**src/rtl/axi4lite_regbank_pkg.sv**
```systemverilog
// Shared definitions for the AXI4-Lite register bank: response codes, decode classes, FSM states.
// Latency: none (types, constants and a pure function only).
// Backpressure: not applicable.
package axi4lite_regbank_pkg;

   localparam logic [1:0] RESP_OKAY   = 2'b00;
   localparam logic [1:0] RESP_SLVERR = 2'b10;

   typedef enum logic [1:0] {CLS_RW, CLS_RO, CLS_UNMAPPED} dec_class_t;

   typedef enum logic [1:0] {WR_COLLECT, WR_COMMIT, WR_RESP} wr_st_t;
   typedef enum logic [0:0] {RD_IDLE, RD_RESP} rd_st_t;

   // RW registers occupy the low word indices, RO status follows, the rest is unmapped.
   function automatic dec_class_t decode_class(input int idx, input int n_rw, input int n_ro);
      if (idx < n_rw)
         return CLS_RW;
      else if (idx < n_rw + n_ro)
         return CLS_RO;
      else
         return CLS_UNMAPPED;
   endfunction

endpackage

```
**src/rtl/axi4lite_slave_if.sv**
```systemverilog
// AXI4-Lite handshake front-end: latches AW/W independently, issues one commit and one read sample.
// Latency: write commit 1 cycle after the later AW/W handshake, bvalid 1 cycle later; rvalid 1 cycle after AR.
// Backpressure: ready outputs stay low from their handshake until the matching B/R handshake completes.
module axi4lite_slave_if #(
   parameter int DATA_WIDTH = 32,
   parameter int ADDR_WIDTH = 6
) (
   input  logic                    aclk,
   input  logic                    areset,
   input  logic                    awvalid,
   output logic                    awready,
   input  logic [ADDR_WIDTH-1:0]   awaddr,
   input  logic                    wvalid,
   output logic                    wready,
   input  logic [DATA_WIDTH-1:0]   wdata,
   input  logic [DATA_WIDTH/8-1:0] wstrb,
   output logic                    bvalid,
   input  logic                    bready,
   output logic [1:0]              bresp,
   input  logic                    arvalid,
   output logic                    arready,
   input  logic [ADDR_WIDTH-1:0]   araddr,
   output logic                    rvalid,
   input  logic                    rready,
   output logic [DATA_WIDTH-1:0]   rdata,
   output logic [1:0]              rresp,
   output logic                    wr_req,
   output logic [ADDR_WIDTH-1:0]   wr_addr,
   output logic [DATA_WIDTH-1:0]   wr_data,
   output logic [DATA_WIDTH/8-1:0] wr_strb,
   input  logic                    wr_ack,
   input  logic [1:0]              wr_resp,
   output logic                    rd_req,
   output logic [ADDR_WIDTH-1:0]   rd_addr,
   input  logic                    rd_ack,
   input  logic [DATA_WIDTH-1:0]   rd_data,
   input  logic [1:0]              rd_resp
);
   import axi4lite_regbank_pkg::*;

   wr_st_t wr_st, wr_st_nx;
   rd_st_t rd_st, rd_st_nx;

   logic                    aw_held, w_held;
   logic [ADDR_WIDTH-1:0]   aw_addr_q;
   logic [DATA_WIDTH-1:0]   w_data_q;
   logic [DATA_WIDTH/8-1:0] w_strb_q;
   logic                    aw_hs, w_hs, b_hs;

   assign awready = ~aw_held;
   assign wready  = ~w_held;
   assign aw_hs   = awvalid & awready;
   assign w_hs    = wvalid & wready;
   assign b_hs    = bvalid & bready;

   assign wr_addr = aw_addr_q;
   assign wr_data = w_data_q;
   assign wr_strb = w_strb_q;
   assign rd_addr = araddr;

   // Capture AW and W payloads independently and keep them until the write response is taken.
   always_ff @(posedge aclk or posedge areset) begin
      if (areset) begin
         aw_held   <= 1'b0;
         w_held    <= 1'b0;
         aw_addr_q <= '0;
         w_data_q  <= '0;
         w_strb_q  <= '0;
      end else begin
         if (aw_hs) begin
            aw_held   <= 1'b1;
            aw_addr_q <= awaddr;
         end else if (b_hs) begin
            aw_held   <= 1'b0;
         end
         if (w_hs) begin
            w_held   <= 1'b1;
            w_data_q <= wdata;
            w_strb_q <= wstrb;
         end else if (b_hs) begin
            w_held   <= 1'b0;
         end
      end
   end

   // Write FSM state register.
   always_ff @(posedge aclk or posedge areset) begin
      if (areset) wr_st <= WR_COLLECT;
      else        wr_st <= wr_st_nx;
   end

   // Write FSM next state: commit once both halves are (or are becoming) held, then respond.
   always_comb begin
      wr_st_nx = wr_st;
      case (wr_st)
         WR_COLLECT: if ((aw_held | aw_hs) && (w_held | w_hs)) wr_st_nx = WR_COMMIT;
         WR_COMMIT:  if (wr_ack) wr_st_nx = WR_RESP;
         WR_RESP:    if (bready) wr_st_nx = WR_COLLECT;
         default:    wr_st_nx = WR_COLLECT;
      endcase
   end

   // Write FSM outputs.
   always_comb begin
      wr_req = (wr_st == WR_COMMIT);
      bvalid = (wr_st == WR_RESP);
   end

   // Response code is latched at commit so it stays stable while bready is low.
   always_ff @(posedge aclk or posedge areset) begin
      if (areset)                bresp <= RESP_OKAY;
      else if (wr_req && wr_ack) bresp <= wr_resp;
   end

   // Read FSM state register.
   always_ff @(posedge aclk or posedge areset) begin
      if (areset) rd_st <= RD_IDLE;
      else        rd_st <= rd_st_nx;
   end

   // Read FSM next state: the core answers a sample request in the same cycle.
   always_comb begin
      rd_st_nx = rd_st;
      case (rd_st)
         RD_IDLE: if (rd_req && rd_ack) rd_st_nx = RD_RESP;
         RD_RESP: if (rready) rd_st_nx = RD_IDLE;
         default: rd_st_nx = RD_IDLE;
      endcase
   end

   // Read FSM outputs; the AR handshake itself is the sample request.
   always_comb begin
      arready = (rd_st == RD_IDLE);
      rvalid  = (rd_st == RD_RESP);
      rd_req  = arvalid & (rd_st == RD_IDLE);
   end

   // Read data and response are captured in the AR handshake cycle and held until rready.
   always_ff @(posedge aclk or posedge areset) begin
      if (areset) begin
         rdata <= '0;
         rresp <= RESP_OKAY;
      end else if (rd_req && rd_ack) begin
         rdata <= rd_data;
         rresp <= rd_resp;
      end
   end

endmodule

```
**src/rtl/axi4lite_regbank.sv**
```systemverilog
// AXI4-Lite register bank: N_RW byte-writable control registers followed by N_RO read-only status words.
// Latency: bvalid 2 cycles after the later AW/W handshake (ctrl_o/wr_pulse_o update with it); rvalid 1 cycle after AR.
// Backpressure: one write and one read outstanding at a time; responses held while bready/rready low.
module axi4lite_regbank #(
   parameter int                  DATA_WIDTH = 32,
   parameter int                  ADDR_WIDTH = 6,
   parameter int                  N_RW       = 4,
   parameter int                  N_RO       = 4,
   parameter logic [DATA_WIDTH-1:0] RST_VAL  = '0
) (
   input  logic                         aclk,
   input  logic                         areset,
   input  logic                         awvalid,
   output logic                         awready,
   input  logic [ADDR_WIDTH-1:0]        awaddr,
   input  logic [2:0]                   awprot,
   input  logic                         wvalid,
   output logic                         wready,
   input  logic [DATA_WIDTH-1:0]        wdata,
   input  logic [DATA_WIDTH/8-1:0]      wstrb,
   output logic                         bvalid,
   input  logic                         bready,
   output logic [1:0]                   bresp,
   input  logic                         arvalid,
   output logic                         arready,
   input  logic [ADDR_WIDTH-1:0]        araddr,
   input  logic [2:0]                   arprot,
   output logic                         rvalid,
   input  logic                         rready,
   output logic [DATA_WIDTH-1:0]        rdata,
   output logic [1:0]                   rresp,
   output logic [N_RW*DATA_WIDTH-1:0]   ctrl_o,
   output logic [N_RW-1:0]              wr_pulse_o,
   input  logic [N_RO*DATA_WIDTH-1:0]   status_i
);
   import axi4lite_regbank_pkg::*;

   localparam int SW    = DATA_WIDTH / 8;
   localparam int OFFS  = $clog2(SW);
   localparam int IDX_W = ADDR_WIDTH - OFFS;

   if (DATA_WIDTH != 32 && DATA_WIDTH != 64) begin : g_bad_data_width
      $error("axi4lite_regbank: DATA_WIDTH must be 32 or 64");
   end
   if (N_RW + N_RO > (1 << IDX_W)) begin : g_bad_reg_count
      $error("axi4lite_regbank: N_RW+N_RO exceeds the decodable word range");
   end

   logic                  wr_req, wr_ack, rd_req, rd_ack;
   logic [ADDR_WIDTH-1:0] wr_addr, rd_addr;
   logic [DATA_WIDTH-1:0] wr_data, rd_data;
   logic [SW-1:0]         wr_strb;
   logic [1:0]            wr_resp, rd_resp;

   logic [IDX_W-1:0]      wr_idx, rd_idx;
   int                    wr_idx_i, rd_idx_i;
   dec_class_t            wr_cls, rd_cls;
   logic                  wr_commit;
   logic [N_RW-1:0]       wr_hit;
   logic                  unused_ok;

   axi4lite_slave_if #(
      .DATA_WIDTH (DATA_WIDTH),
      .ADDR_WIDTH (ADDR_WIDTH)
   ) u_slave_if (
      .aclk    (aclk),
      .areset  (areset),
      .awvalid (awvalid),
      .awready (awready),
      .awaddr  (awaddr),
      .wvalid  (wvalid),
      .wready  (wready),
      .wdata   (wdata),
      .wstrb   (wstrb),
      .bvalid  (bvalid),
      .bready  (bready),
      .bresp   (bresp),
      .arvalid (arvalid),
      .arready (arready),
      .araddr  (araddr),
      .rvalid  (rvalid),
      .rready  (rready),
      .rdata   (rdata),
      .rresp   (rresp),
      .wr_req  (wr_req),
      .wr_addr (wr_addr),
      .wr_data (wr_data),
      .wr_strb (wr_strb),
      .wr_ack  (wr_ack),
      .wr_resp (wr_resp),
      .rd_req  (rd_req),
      .rd_addr (rd_addr),
      .rd_ack  (rd_ack),
      .rd_data (rd_data),
      .rd_resp (rd_resp)
   );

   // Protection bits and byte-offset address bits carry no meaning here.
   assign unused_ok = ^{awprot, arprot, wr_addr[OFFS-1:0], rd_addr[OFFS-1:0]};

   assign wr_idx   = wr_addr[ADDR_WIDTH-1:OFFS];
   assign rd_idx   = rd_addr[ADDR_WIDTH-1:OFFS];
   assign wr_idx_i = 32'(wr_idx);
   assign rd_idx_i = 32'(rd_idx);
   assign wr_cls   = decode_class(wr_idx_i, N_RW, N_RO);
   assign rd_cls   = decode_class(rd_idx_i, N_RW, N_RO);

   // The core always services requests in the cycle they are raised.
   assign wr_ack    = wr_req;
   assign rd_ack    = rd_req;
   assign wr_resp   = (wr_cls == CLS_RW) ? RESP_OKAY : RESP_SLVERR;
   assign wr_commit = wr_req && (wr_cls == CLS_RW);

   for (genvar g = 0; g < N_RW; g++) begin : g_rw_reg
      logic [DATA_WIDTH-1:0] q;

      assign wr_hit[g] = wr_commit && (wr_idx_i == g);
      assign ctrl_o[g*DATA_WIDTH +: DATA_WIDTH] = q;

      // Byte-enabled update of one control register on a decoded commit.
      always_ff @(posedge aclk or posedge areset) begin
         if (areset) begin
            q <= RST_VAL;
         end else if (wr_hit[g]) begin
            for (int b = 0; b < SW; b++) begin
               if (wr_strb[b]) q[8*b +: 8] <= wr_data[8*b +: 8];
            end
         end
      end
   end

   // Commit pulse rises together with the new register value, even for an all-zero strobe.
   always_ff @(posedge aclk or posedge areset) begin
      if (areset) wr_pulse_o <= '0;
      else        wr_pulse_o <= wr_hit;
   end

   // Read mux: registers return their current (pre-commit) value, unmapped words read zero.
   always_comb begin
      rd_data = '0;
      rd_resp = RESP_SLVERR;
      case (rd_cls)
         CLS_RW: begin
            rd_resp = RESP_OKAY;
            for (int k = 0; k < N_RW; k++) begin
               if (rd_idx_i == k) rd_data = ctrl_o[k*DATA_WIDTH +: DATA_WIDTH];
            end
         end
         CLS_RO: begin
            rd_resp = RESP_OKAY;
            for (int j = 0; j < N_RO; j++) begin
               if (rd_idx_i == N_RW + j) rd_data = status_i[j*DATA_WIDTH +: DATA_WIDTH];
            end
         end
         default: begin
            rd_data = '0;
            rd_resp = RESP_SLVERR;
         end
      endcase
   end

endmodule

```
**config.mk**
```make
export PLATFORM = sky130hd
export DESIGN_NAME = axi4lite_regbank
export DESIGN_NICKNAME = d
export VERILOG_FILES = /design/src/rtl/axi4lite_regbank_pkg.sv /design/src/rtl/axi4lite_slave_if.sv /design/src/rtl/axi4lite_regbank.sv
export SDC_FILE = /design/constraint.sdc
export NUM_CORES = 1
export LEC_CHECK = 0
export ABC_AREA = 0
export CAP_MARGIN = 20
export CORE_ASPECT_RATIO = 0.8
export CORE_MARGIN = 5
export CORE_UTILIZATION = 45
export DETAILED_ROUTE_END_ITERATION = 12
export GPL_TIMING_DRIVEN = 0
export PLACE_DENSITY = 0.81
export SYNTH_ARGS = -nofsm -noshare
export SYNTH_HDL_FRONTEND = slang
export SYNTH_SLANG_ARGS = --single-unit
```
**constraint.sdc**
```tcl
create_clock -name aclk -period 8.7 [get_ports aclk]
set_input_delay 1.74 -clock aclk [delete_from_list [all_inputs] [get_ports aclk]]
set_output_delay 1.74 -clock aclk [all_outputs]
set_load 0.01 [all_outputs]
```
Yosys cells after proc, flatten, opt, wreduce, memory -nomap -nowiden --
Cells that the tools add are included.
Storage, ports and cells: memories kept 0, input port bits 189, bits in read-only memories 0, logic and storage cells 110, register bits after elaboration 215, latch bits 0, RAM bits 0, output and inout bits 173
Cells by class: div/mod/pow operators 0, bitwise operators 9, add/sub/neg operators 0, multiplexer cells 24, reductions and logical operators 31, shift-type cells 0, $lt $le $gt $ge 4, equality and inequality tests 15, multiply operators 0
Operators by type and width (count):
- $mux 32 | 8
- $logic_not 32->1 | 2
- $pmux 32 s2 | 1
- $reduce_and 2->1 | 17
- $eq 4x3->1 const B | 4
- $eq 4x4->1 const B | 4
- $mux 2 | 8
- $eq 4x2->1 const B | 2
- $lt 4x3->1 const B | 2
- $lt 4x4->1 const B | 2
- $logic_and 1x1->1 | 6
- $logic_not 2->1 | 3
- $pmux 2 s3 | 1
- $mux 1 | 5
- $and 1x1->1 | 4
- $eq 2x1->1 const B | 2
- $reduce_bool 2->1 | 2
- $not 1->1 | 3
- $eq 2x2->1 const B | 1
- $ne 2x1->1 const B | 1
- $ne 2x2->1 const B | 1
- $or 1x1->1 | 2
- $pmux 1 s2 | 1
- $reduce_or 2->1 | 1

Logic depth before layout (Yosys ltp) --
Gate-level depths: netlist (run 1).
word-level depth 7, mapped depth 6, depth with buffers taken out 3

Modules after synthesis --
From an unflattened synthesis (run 1), not the netlist that was laid out.
Unflattened totals: cells, all modules 819, area total of the unflattened synthesis 10681.5 um^2
Modules (own cells, without submodules):
- axi4lite_regbank | instances 1, cells each 624, sequential area each 3303.2 um^2, area an instance 7221.9 um^2
- axi4lite_slave_if | instances 1, cells each 195, sequential area each 2077.0 um^2, area an instance 3459.6 um^2

Least setup slack after synthesis (run 1) --
No wires, ideal clock.
path kind input to register, from input araddr[4], to register u_slave_if.rdata[4], stages 4, path buffers 1, setup slack 5.667 ns, setup time 0.122 ns, required time 8.578 ns, arrival 2.912 ns, cell sequence buf_2 mux4_2 or2_2 a32o_1
On the way: word-level cells in the longest chain between the ends 6, elaborated cells between the ends (all ways) 23, those cells by class order compare (2); eq/ne (8); mux (11); reduce/logical (2)
RTL lines:
- start, declared | line axi4lite_regbank.sv:26 | input logic [ADDR_WIDTH-1:0] araddr,
- $logic_not 32->1 / $eq 4x4->1 (equally long branches) | line axi4lite_regbank.sv:146, axi4lite_regbank.sv:152
- $mux 32, on equally long branches (4 in series) | line axi4lite_regbank.sv:146, axi4lite_regbank.sv:152
- $pmux 32 s2 * | line axi4lite_regbank.sv:142 | case (rd_cls)
- end signal, assigned | line axi4lite_slave_if.sv:144 | rdata <= rd_data;
- end, declared | line axi4lite_slave_if.sv:25 | output logic [DATA_WIDTH-1:0] rdata,
Mark *: on every way between the ends. The rest lies on a longest branch, timed or not. A chain may end at the register's enable or synchronous reset.

Worst setup path in the final report (run 1) --
from register u_slave_if.wr_st[1], to output bvalid
On the way: word-level cells in the longest chain between the ends 1
RTL lines:
- start, declared | line axi4lite_slave_if.sv:41 | wr_st_t wr_st, wr_st_nx;
- start signal, assigned | line axi4lite_slave_if.sv:89 | else wr_st <= wr_st_nx;
- $eq 2x2->1 | line axi4lite_slave_if.sv:106 | bvalid = (wr_st == WR_RESP);
- end, declared | line axi4lite_regbank.sv:21 | output logic bvalid,
Every way passes these cells.

==> metrics.yaml, run 1 <==
clock_network:
  clock-root-buffer: "clkbuf_16"
  cts_hold_buf: 0
  tritoncts: "done"
  cts_buffers: 22
  cts_setup_buffers: 0
  cts_buffer_depth: 3
  cts_num_sinks: 211
  worst_skew_pair.late_latency_ns: 0.50
  htree_levels: 1
  path_clk_slew_ns: 0.06
  cts.repair.resized: 0
power:
  ir_drop_mv: 0.1945
  power_density_mw_per_mm2: 300.4
  p_leak_nw: 6.562
grt:
  grt_pass1_wl_um: 51090
  grt_pass1_vias: 8315
  grt_max_degree: 112
  antenna_found_initial: 2
  track_usage_pct: 26.30
  grt-ovfl-total: 0
drt:
  wire_per_inst_um: 24.68
  viasPerCell: 5.607
  wirelength_um: 34300
  vias: 7794
  dr.pass1.iters: 5
  drt_first_iter_violations: 518
  drtAntennaViolNets: 0
  drc: 0
die:
  die_w_um: 176.6
  coreArea_mm2: 0.02174
  dieHeight_um: 143.3
  num_io_pins: 362
  die_area_mm2: 0.02530
  start_util_pct: 45.95
  num_rows: 48
worst_setup_path:
  cp-start-kind: "flop"
  crit_fanout: 4
  rr_endpoint: "u_slave_if.rdata[8]$_DFFE_PP0P_"
  cp.arrival_ns: 1.85
  r2r_cells: 3
  crit_family: "buffers and inverters"
  max_stage_delay_ns: 0.62
  reg2reg_from: "u_slave_if.rvalid$_DFF_PP0_"
  r2r_setup_slack_ns: 6.48
  crit_chain: "nor2b_1 -> clkdlybuf4s50_1"
  slowest_stage: "clkdlybuf4s50_1"
  crit_buf_inv: 1
  critical_path_required_ns: 6.96
  critPathKind: "flop to primary output"
  end_kind: "primary output"
synthesis:
  ys_seq_elements: 211
  synth-simple-area-share_pct: 4.158
  synth_common_cells: "211 x dfrtp_1, 170 x mux2_2, 121 x mux2i_1, 61 x a22oi_1, 31 x a32o_1"
  synthArstFlopShare_pct: 100.0
  syn_area_mm2: 0.009991
  synth_top_family_by_area: "multiplexers"
  ys_top_cells_by_area: "dfrtp_1 53%, mux2_2 19%, mux2i_1 12%"
  synth.distinct_cells: 37
  syn_area_per_cell_um2: 14.17
  yosys.area_share.xor_xnor_pct: 0
  yosys.area.top_type_share_pct: 52.85
  synth-compound-area-share_pct: 8.140
  synth_fa_ha_area_share_pct: 0
  synth_warnings: 0
  synth_ff_type: "dfrtp_1"
  synth_cells: 705
  synth_most_common_cell: "dfrtp_1"
  muxShareOfSynthArea_pct: 31.96
  synth_edf_count: 0
  seq_area_frac_synth_pct: 52.85
  synth_largest_area_cell: "dfrtp_1"
sta:
  drv_slew: 0
  finalHoldViolCount: 0
  period_minus_slack_ns: 3.594
  rsz0062_at_grt: "no"
  max_freq_mhz: 278.2
  min_period_over_period_pct: 41.31
  relSlewSlack_pct: 37.93
  setup_viol_count_final: 0
  worst_slew_pin_slew_ns: 0.9291
  skew_ns: 0.006469
  setup_tns_ns: 0
place:
  dp_hpwl_um: 25360
  gp_congestion: 0.8302
  port-buffer-count: 347
min_path:
  min_delay_path_depth: 1
  hp-start: "u_slave_if.rdata[7]$_DFFE_PP0P_"
  worstHoldPathType: "flop to flop"
  whs_endpoint: "u_slave_if.rdata[7]$_DFFE_PP0P_"
layout:
  syn_to_final_growth_pct: 45.61
  area.sequential_mm2: 0.005280
  n_fill_cell: 1702
  multi_input_area_mm2: 0.004429
  drive_gt1_share_pct: 23.32
  final_core_util_pct: 66.91
  final_nets: 1267
outcome:
  status: "finished, final reports clean"
job:
  maxCapViolCount: 0
## worst max path at each step
| stage | start | end | slack (ns) | cells past startpoint |
|---|---|---|---|---|
| after floorplan | areset | g_rw_reg[0].q[0]$_DFFE_PP0P_ | 1.19 | 1 |
| after global placement | areset | g_rw_reg[3].q[13]$_DFFE_PP0P_ | -1.50 | 2 |
| after detailed placement | araddr[3] | u_slave_if.rdata[15]$_DFFE_PP0P_ | 4.70 | 6 |
| after CTS | u_slave_if.wr_st[1]$_DFFE_PP0P_ | bvalid | 5.09 | 2 |
| after global routing | u_slave_if.wr_st[1]$_DFFE_PP0P_ | bvalid | 5.02 | 2 |
| final | u_slave_if.wr_st[1]$_DFFE_PP0P_ | bvalid | 5.11 | 2 |
## registers in the layout, indices dropped and copies added (netlist names)
register / cells
g_rw.q: 128
u_slave_if.rdata: 32
u_slave_if.wr_data: 32
u_slave_if.wr_addr: 4
u_slave_if.wr_strb: 4
wr_pulse_o: 4
u_slave_if.wr_st: 2
u_slave_if.aw_held: 1
u_slave_if.bresp: 1
u_slave_if.rresp: 1
u_slave_if.rvalid: 1
u_slave_if.w_held: 1
## logic make-up after synthesis
kind of cell | count (synthesis)
AO/OA/AOI/OAI | 100
buffers and inverters | 58
flip-flops | 211
multiplexers | 295
other | 1
AND/OR/NAND/NOR | 40
## final cells by class
type	instances	share of cell area, %
tap	300	2.580
sequential	211	36.29
clock buffer	30	4.412
antenna	1	0.01720
timing repair buffer	348	24.06
multi-input combinational	437	30.45
clock inverter	5	0.1720
buffer	51	1.780
inverter	7	0.2322
## metrics by stage
stage	area (um2)	cells	setup slack, ns	total power, mW	hold WS, ns
after global routing	14550	1390	5.023	4.601	0.4981
after global placement	13840	1353	-1.498	3.440	0.4724
final	14550	1390	5.106	4.370	0.4903
after CTS	14550	1389	5.089	4.395	0.4936
after floorplan	9995	706	1.194	2.492	0.4603
after detailed placement	13880	1354	4.696	3.499	0.4801
## per-layer routing
metal	wire length [um]	global-route usage, %	vias up	share of wire (%)
li1	-	-	3439	-
met1	14260	34.73	3952	42
met2	16420	43.72	336	48
met3	2642	6.591	65	7.7
met4	956	7.000	2	2.8
met5	11	0	-	0.032
## placed cells by master (no fill, tap or decap), drive strengths merged
| cell | instances |
|---|---|
| clkdlybuf4s50 | 347 |
| dfrtp | 211 |
| mux2 | 172 |
| mux2i | 121 |
| a22oi | 61 |
| clkbuf | 48 |
| buf | 34 |
| a32o | 31 |
| nand4b | 8 |
| inv | 7 |
| nor2b | 5 |
| clkinv | 5 |
| nor2 | 4 |
| a31oi | 4 |
| nand4 | 4 |
| nor4bb | 2 |
| and4bb | 2 |
| mux4 | 2 |
| or2 | 2 |
| nor3b | 2 |
| nand2b | 2 |
| nand2 | 2 |
| o21ai | 2 |
| a21oi | 2 |
| conb | 2 |
| diode | 1 |
| nor4b | 1 |
| and2 | 1 |
| nor4 | 1 |
| and3 | 1 |
| and3b | 1 |
| or3 | 1 |
| nor3 | 1 |
## report_power, final
group	internal [mW]	total (mW)	switching (mW)
Combinational	1.03	1.72	0.682
Clock	0.511	0.886	0.375
Sequential	1.39	1.77	0.383
Total	2.93	4.37	1.44
Note: power is estimated with default switching activity, not from simulation.
==> run 2: changes to the inputs <==
--- a/config.mk
+++ b/config.mk
@@ -9,10 +9,10 @@
 export CAP_MARGIN = 20
 export CORE_ASPECT_RATIO = 0.8
 export CORE_MARGIN = 5
-export CORE_UTILIZATION = 45
+export CORE_UTILIZATION = 41
 export DETAILED_ROUTE_END_ITERATION = 12
 export GPL_TIMING_DRIVEN = 0
-export PLACE_DENSITY = 0.81
+export PLACE_DENSITY = 0.77
 export SYNTH_ARGS = -nofsm -noshare
 export SYNTH_HDL_FRONTEND = slang
 export SYNTH_SLANG_ARGS = --single-unit
==> constraint.sdc (replaced) <==
create_clock -name aclk -period 3 [get_ports aclk]
set_input_delay 0.6 -clock aclk [delete_from_list [all_inputs] [get_ports aclk]]
set_output_delay 0.6 -clock aclk [all_outputs]
set_load 0.01 [all_outputs]
==> metrics.yaml, run 2 (same netlist as run 1, synthesis figures left out) <==
outcome:
  status: "finished, final reports clean"  # unchanged
power:
  p_leak_nw: 6.658  # was 6.562 nW
  swShare_pct: 32.03  # was 32.95%
  p_comb_share_pct: 38.0  # was 39.3%
  clock_power_share_pct: 22.8  # was 20.3%
  p_int_mw: 8.856  # was 2.930 mW
  switchingPower_mw: 4.173  # was 1.440 mW
  seq_power_share_pct: 39.2  # was 40.5%
  ir_drop_mv: 0.4795  # was 0.1945 mV
  power_density_mw_per_mm2: 880.8  # was 300.4 mW/mm2
grt:
  track_usage_pct: 24.12  # was 26.30%
  grt-ovfl-total: 0  # unchanged
  grt_pass1_wl_um: 51030  # was 51090 um
  grt_pass1_vias: 8204  # was 8315
  antenna_found_initial: 2  # unchanged
  grt_max_degree: 43  # was 112
clock_network:
  htree_levels: 1  # unchanged
  cts_buffers: 23  # was 22
  cts_setup_buffers: 0  # unchanged
  clock-root-buffer: "clkbuf_16"  # unchanged
  cts_num_sinks: 211  # unchanged
  worst_skew_pair.late_latency_ns: 0.50  # about the same
  tritoncts: "done"  # unchanged
  path_clk_slew_ns: 0.06  # about the same
  cts_hold_buf: 0  # unchanged
  cts.repair.resized: 0  # unchanged
  cts_buffer_depth: 3  # unchanged
sta:
  setup_tns_ns: 0  # unchanged
  period_minus_slack_ns: 2.531
  rsz0062_at_grt: "no"  # unchanged
  finalHoldViolCount: 0  # unchanged
  skew_ns: 0.01409  # was 0.006469 ns
  relSlewSlack_pct: 29.75  # was 37.93%
  drv_slew: 0  # unchanged
  worst_slew_pin_slew_ns: 1.051  # was 0.9291 ns
  min_period_over_period_pct: 84.36
  whs_ns: 0.3536  # was 0.4903 ns
  max_freq_mhz: 395.1
  setup_viol_count_final: 0  # unchanged
worst_setup_path:
  max_stage_delay_ns: 0.90  # was 0.62 ns
  critPathKind: "input port to flop"  # was flop to primary output
  crit_chain: "clkdlybuf4s50_1 -> nor3b_1 -> clkbuf_1 -> a32o_1"  # was nor2b_1 -> clkdlybuf4s50_1
  slowest_stage: "nor3b_1"  # was clkdlybuf4s50_1
  cp-start-kind: "input port"  # was flop
  end_kind: "flop"  # was primary output
  cp.arrival_ns: 2.96  # was 1.85 ns
  critical_path_required_ns: 3.43  # was 6.96 ns
  crit_fanout: 10  # was 4
die:
  start_util_pct: 41.31  # was 45.95%
  dieHeight_um: 149.6  # was 143.3 um
  num_io_pins: 362  # unchanged
  num_rows: 51  # was 48
  coreArea_mm2: 0.02418  # was 0.02174 mm2
  die_w_um: 184.5  # was 176.6 um
  die_area_mm2: 0.02761  # was 0.02530 mm2
drt:
  dr.pass1.iters: 7  # was 5
  wirelength_um: 34140  # was 34300 um
  drtAntennaViolNets: 0  # unchanged
  wire_per_inst_um: 24.08  # was 24.68 um
  drc: 0  # unchanged
  vias: 7688  # was 7794
  drt_first_iter_violations: 363  # was 518
  viasPerCell: 5.422  # was 5.607
place:
  port-buffer-count: 347  # unchanged
  dp_hpwl_um: 25930  # was 25360 um
  gp_congestion: 0.8236  # was 0.8302
layout:
  final_cell_mix: "347 x clkdlybuf4s50_1, 211 x dfrtp_1, 170 x mux2_2, 121 x mux2i_1, 61 x a22oi_1"  # unchanged
  syn_to_final_growth_pct: 48.06  # was 45.61%
  final_core_util_pct: 61.17  # was 66.91%
  final_nets: 1273  # was 1267
  drive_gt1_share_pct: 24.20  # was 23.32%
  final_common_cell: "clkdlybuf4s50_1"  # unchanged
  largest_reg_flops: 128  # unchanged
  largest-register: "g_rw.q"  # unchanged
min_path:
  worstHoldPathType: "input port to asynchronous set/reset pin"  # was flop to flop
job:
  maxCapViolCount: 0  # unchanged
## run 2: area by class of cell
class                      count  area, um2
antenna                        1      2.502
inverter                       7      30.03
timing repair buffer         353       3593
tap                          318      397.9
fill                        1936       9392
sequential                   211       5280
clock inverter                 9      125.1
clock buffer                  31      675.6
multi-input combinational    437       4429
buffer                        51      259.0
## run 2: worst paths after layout
path                       cells past startpoint  slack [ns]                           endpoint                             from
max                                            4        0.47    u_slave_if.rdata[9]$_DFFE_PP0P_                        araddr[5]
min                                            2        0.35  u_slave_if.wr_data[2]$_DFFE_PP0P_                           areset
max reg2reg                                    3        0.70    u_slave_if.rdata[9]$_DFFE_PP0P_      u_slave_if.rvalid$_DFF_PP0_
min reg2reg                                    1        0.49    u_slave_if.rdata[5]$_DFFE_PP0P_  u_slave_if.rdata[5]$_DFFE_PP0P_
max in group asynchronous                      6        1.44   u_slave_if.rdata[19]$_DFFE_PP0P_                           areset
min in group aclk                              1        0.49    u_slave_if.rdata[5]$_DFFE_PP0P_  u_slave_if.rdata[5]$_DFFE_PP0P_
## run 2: routing by layer
layer  GRT usage (%)  vias up  routed length [um]
li1                -     3451                   -
met5               0        -                  11
met3           6.197       51                2756
met1           32.51     3904               14580
met4           5.174        2                 712
met2           39.68      280               16080
## run 2: through the flow
stage	instance area (um2)	worst slack (ns)	power (mW)	cells
CTS	14790	0.4168	13.16	1417
global route	14790	0.3960	13.72	1418
floorplan	9998	-0.3422	7.227	706
finish	14790	0.4691	13.03	1418
global placement	13870	-2.013	9.981	1371
detailed placement	13990	-0.1012	10.14	1377
## run 2: worst max-delay path: cells and delay by family
kind	cells	cell delay, ns
buffers and inverters	2	1.17
AO/OA/AOI/OAI	1	0.28
AND/OR/NAND/NOR	1	0.90
## run 2: power by group through the flow
stage	clock, mW	sequential, mW	combinational, mW
6_report	2.97	5.11	4.95
4_1_cts	3.03	5.10	5.03
2_1_floorplan	0	5.26	1.96
3_3_place_gp	0	5.08	4.90
3_5_place_dp	0	5.15	5.00
5_1_grt	3.13	5.29	5.30
==> run 3: changes to the inputs <==
--- a/config.mk
+++ b/config.mk
@@ -9,10 +9,10 @@
 export CAP_MARGIN = 20
 export CORE_ASPECT_RATIO = 0.8
 export CORE_MARGIN = 5
-export CORE_UTILIZATION = 41
+export CORE_UTILIZATION = 45
 export DETAILED_ROUTE_END_ITERATION = 12
 export GPL_TIMING_DRIVEN = 0
-export PLACE_DENSITY = 0.77
+export PLACE_DENSITY = 0.81
 export SYNTH_ARGS = -nofsm -noshare
 export SYNTH_HDL_FRONTEND = slang
 export SYNTH_SLANG_ARGS = --single-unit
==> constraint.sdc (replaced) <==
create_clock -name aclk -period 2.34 [get_ports aclk]
set_input_delay 0.468 -clock aclk [delete_from_list [all_inputs] [get_ports aclk]]
set_output_delay 0.468 -clock aclk [all_outputs]
set_load 0.01 [all_outputs]
==> metrics.yaml, run 3 (same netlist as run 1, synthesis figures left out) <==
layout:
  final_nets: 1272  # was 1273
  drive_gt1_share_pct: 24.36  # was 24.20%
  n_fill_cell: 1620  # was 1936
  final_cell_mix: "347 x clkdlybuf4s50_1, 211 x dfrtp_1, 170 x mux2_2, 121 x mux2i_1, 61 x a22oi_1"  # unchanged
  largest_reg_flops: 128  # unchanged
  largest-register: "g_rw.q"  # unchanged
  final_core_util_pct: 67.69  # was 61.17%
  final_common_cell: "clkdlybuf4s50_1"  # unchanged
  syn_to_final_growth_pct: 47.30  # was 48.06%
worst_setup_path:
  cp-start-kind: "flop"  # was input port
  cp.arrival_ns: 1.78  # was 2.96 ns
  max_stage_delay_ns: 0.57  # was 0.90 ns
  crit_chain: "nor2b_2 -> clkdlybuf4s50_1"  # was clkdlybuf4s50_1 -> nor3b_1 -> clkbuf_1 -> a32o_1
  crit_fanout: 4  # was 10
  end_kind: "primary output"  # was flop
  critical_path_required_ns: 1.87  # was 3.43 ns
  crit_family: "buffers and inverters"  # unchanged
  crit_buf_inv: 1  # was 2
  slowest_stage: "clkdlybuf4s50_1"  # was nor3b_1
  critPathKind: "flop to primary output"  # was input port to flop
clock_network:
  cts_buffers: 23  # unchanged
  cts_num_sinks: 211  # unchanged
  clock-root-buffer: "clkbuf_16"  # unchanged
  cts_setup_buffers: 0  # unchanged
  cts_buffer_depth: 3  # unchanged
  htree_levels: 1  # unchanged
  tritoncts: "done"  # unchanged
  path_clk_slew_ns: 0.06  # about the same
  worst_skew_pair.late_latency_ns: 0.51  # was 0.50 ns
drt:
  wirelength_um: 33870  # was 34140 um
  viasPerCell: 5.553  # was 5.422
  dr.pass1.iters: 5  # was 7
  drt_first_iter_violations: 424  # was 363
  vias: 7791  # was 7688
  drtAntennaViolNets: 0  # unchanged
  drc: 0  # unchanged
  wire_per_inst_um: 24.14  # was 24.08 um
die:
  dieHeight_um: 143.3  # was 149.6 um
  coreArea_mm2: 0.02174  # was 0.02418 mm2
  die_area_mm2: 0.02530  # was 0.02761 mm2
  start_util_pct: 45.95  # was 41.31%
  num_rows: 48  # was 51
  num_io_pins: 362  # unchanged
  die_w_um: 176.6  # was 184.5 um
power:
  p_int_mw: 11.14  # was 8.856 mW
  power_mw: 16.63  # was 13.03 mW
  swShare_pct: 32.99  # was 32.03%
  ir_drop_mv: 0.6910  # was 0.4795 mV
  power_density_mw_per_mm2: 1130  # was 880.8 mW/mm2
  p_comb_share_pct: 38.5  # was 38.0%
  clock_power_share_pct: 22.0  # was 22.8%
  seq_power_share_pct: 39.5  # was 39.2%
  switchingPower_mw: 5.486  # was 4.173 mW
  p_leak_nw: 6.645  # was 6.658 nW
sta:
  setup_viol_count_final: 0  # unchanged
  finalHoldViolCount: 0  # unchanged
  setup_ws_ns: 0.09493  # was 0.4691 ns
  max_freq_mhz: 445.4
  rsz0062_at_grt: "no"  # unchanged
  skew_ns: 0.008715  # was 0.01409 ns
  drv_slew: 0  # unchanged
  whs_ns: 0.4131  # was 0.3536 ns
  min_period_over_period_pct: 95.94
  relSlewSlack_pct: 49.15  # was 29.75%
  period_minus_slack_ns: 2.245
  worst_slew_pin_slew_ns: 0.7611  # was 1.051 ns
grt:
  grt_pass1_vias: 8115  # was 8204
  grt_max_degree: 44  # was 43
  grt-ovfl-total: 0  # unchanged
  track_usage_pct: 25.82  # was 24.12%
  antenna_found_initial: 3  # was 2
  grt_pass1_wl_um: 50200  # was 51030 um
outcome:
  status: "finished, final reports clean"  # unchanged
place:
  dp_hpwl_um: 25420  # was 25930 um
  port-buffer-count: 347  # unchanged
  post-place-ws_ns: -0.4318  # was -0.1012 ns
  gp_congestion: 0.8563  # was 0.8236
min_path:
  worstHoldPathType: "input port to asynchronous set/reset pin"  # unchanged
job:
  maxCapViolCount: 0  # unchanged
run 3: cell types whose count changed in the layout (fill, tap and decap cells not counted), moves of 2 or more:
| cell | change |
|---|---|
| clkinvlp_4 | -2 |
| diode_2 | +2 |
| clkinv_2 | +5 |
| clkbuf_8 | -4 |
run 3: path summary, 6_finish.rpt:
check                                                start                                 end  slack (ns)  cells after the start
min reg2reg                u_slave_if.rdata[3]$_DFFE_PP0P_     u_slave_if.rdata[3]$_DFFE_PP0P_        0.49                      1
max                        u_slave_if.wr_st[1]$_DFFE_PP0P_                              bvalid        0.09                      2
min                                                 areset        g_rw_reg[2].q[3]$_DFFE_PP0P_        0.41                      2
max in group asynchronous                           areset  u_slave_if.wr_data[22]$_DFFE_PP0P_        0.75                      5
min in group aclk          u_slave_if.rdata[3]$_DFFE_PP0P_     u_slave_if.rdata[3]$_DFFE_PP0P_        0.49                      1
max reg2reg                    u_slave_if.rvalid$_DFF_PP0_     u_slave_if.rdata[8]$_DFFE_PP0P_        0.35                      3
run 3: metal layers:
layer	vias up	routed length (um)	GRT usage [%]
met4	0	1109	7.367
met5	-	0	0
met1	3936	14100	34.01
met3	77	2587	6.379
met2	312	16080	42.90
li1	3466	-	-
run 3: what timing repair did:
action | CTS | global route
gates resized for setup | 0 | 3
setup endpoints to repair | 0 | 10
hold buffers | 0 | 0
run 3: cell type report:
type / instances / area, um2 / area share [%]
Antenna cell: 3 / 7.507 / 0.05101
Buffer: 51 / 260.3 / 1.768
Clock buffer: 28 / 624.3 / 4.242
Clock inverter: 14 / 133.9 / 0.9097
Inverter: 7 / 30.03 / 0.2040
Multi-Input combinational cell: 437 / 4432 / 30.11
Sequential cell: 211 / 5280 / 35.88
Tap cell: 300 / 375.4 / 2.551
Timing Repair Buffer: 352 / 3573 / 24.28
run 3: power by group through the flow:
stage / registers (mW) / clock network, mW / logic (mW)
floorplan: 6.75 / 0 / 2.52
global placement: 6.51 / 0 / 6.29
detailed placement: 6.60 / 0 / 6.42
CTS: 6.55 / 3.70 / 6.47
global route: 6.79 / 3.86 / 6.81
finish: 6.57 / 3.65 / 6.41
run 3: metrics by stage:
| stage | TNS, ns | instances | area (um2) |
|---|---|---|---|
| 2_1_floorplan | -183.61 | 706 | 9998 |
| 3_3_place_gp | -545.46 | 1353 | 13850 |
| 3_5_place_dp | -14.04 | 1358 | 13950 |
| 4_1_cts | 0 | 1400 | 14710 |
| 5_1_grt | 0 | 1403 | 14720 |
| 6_report | 0 | 1403 | 14720 |
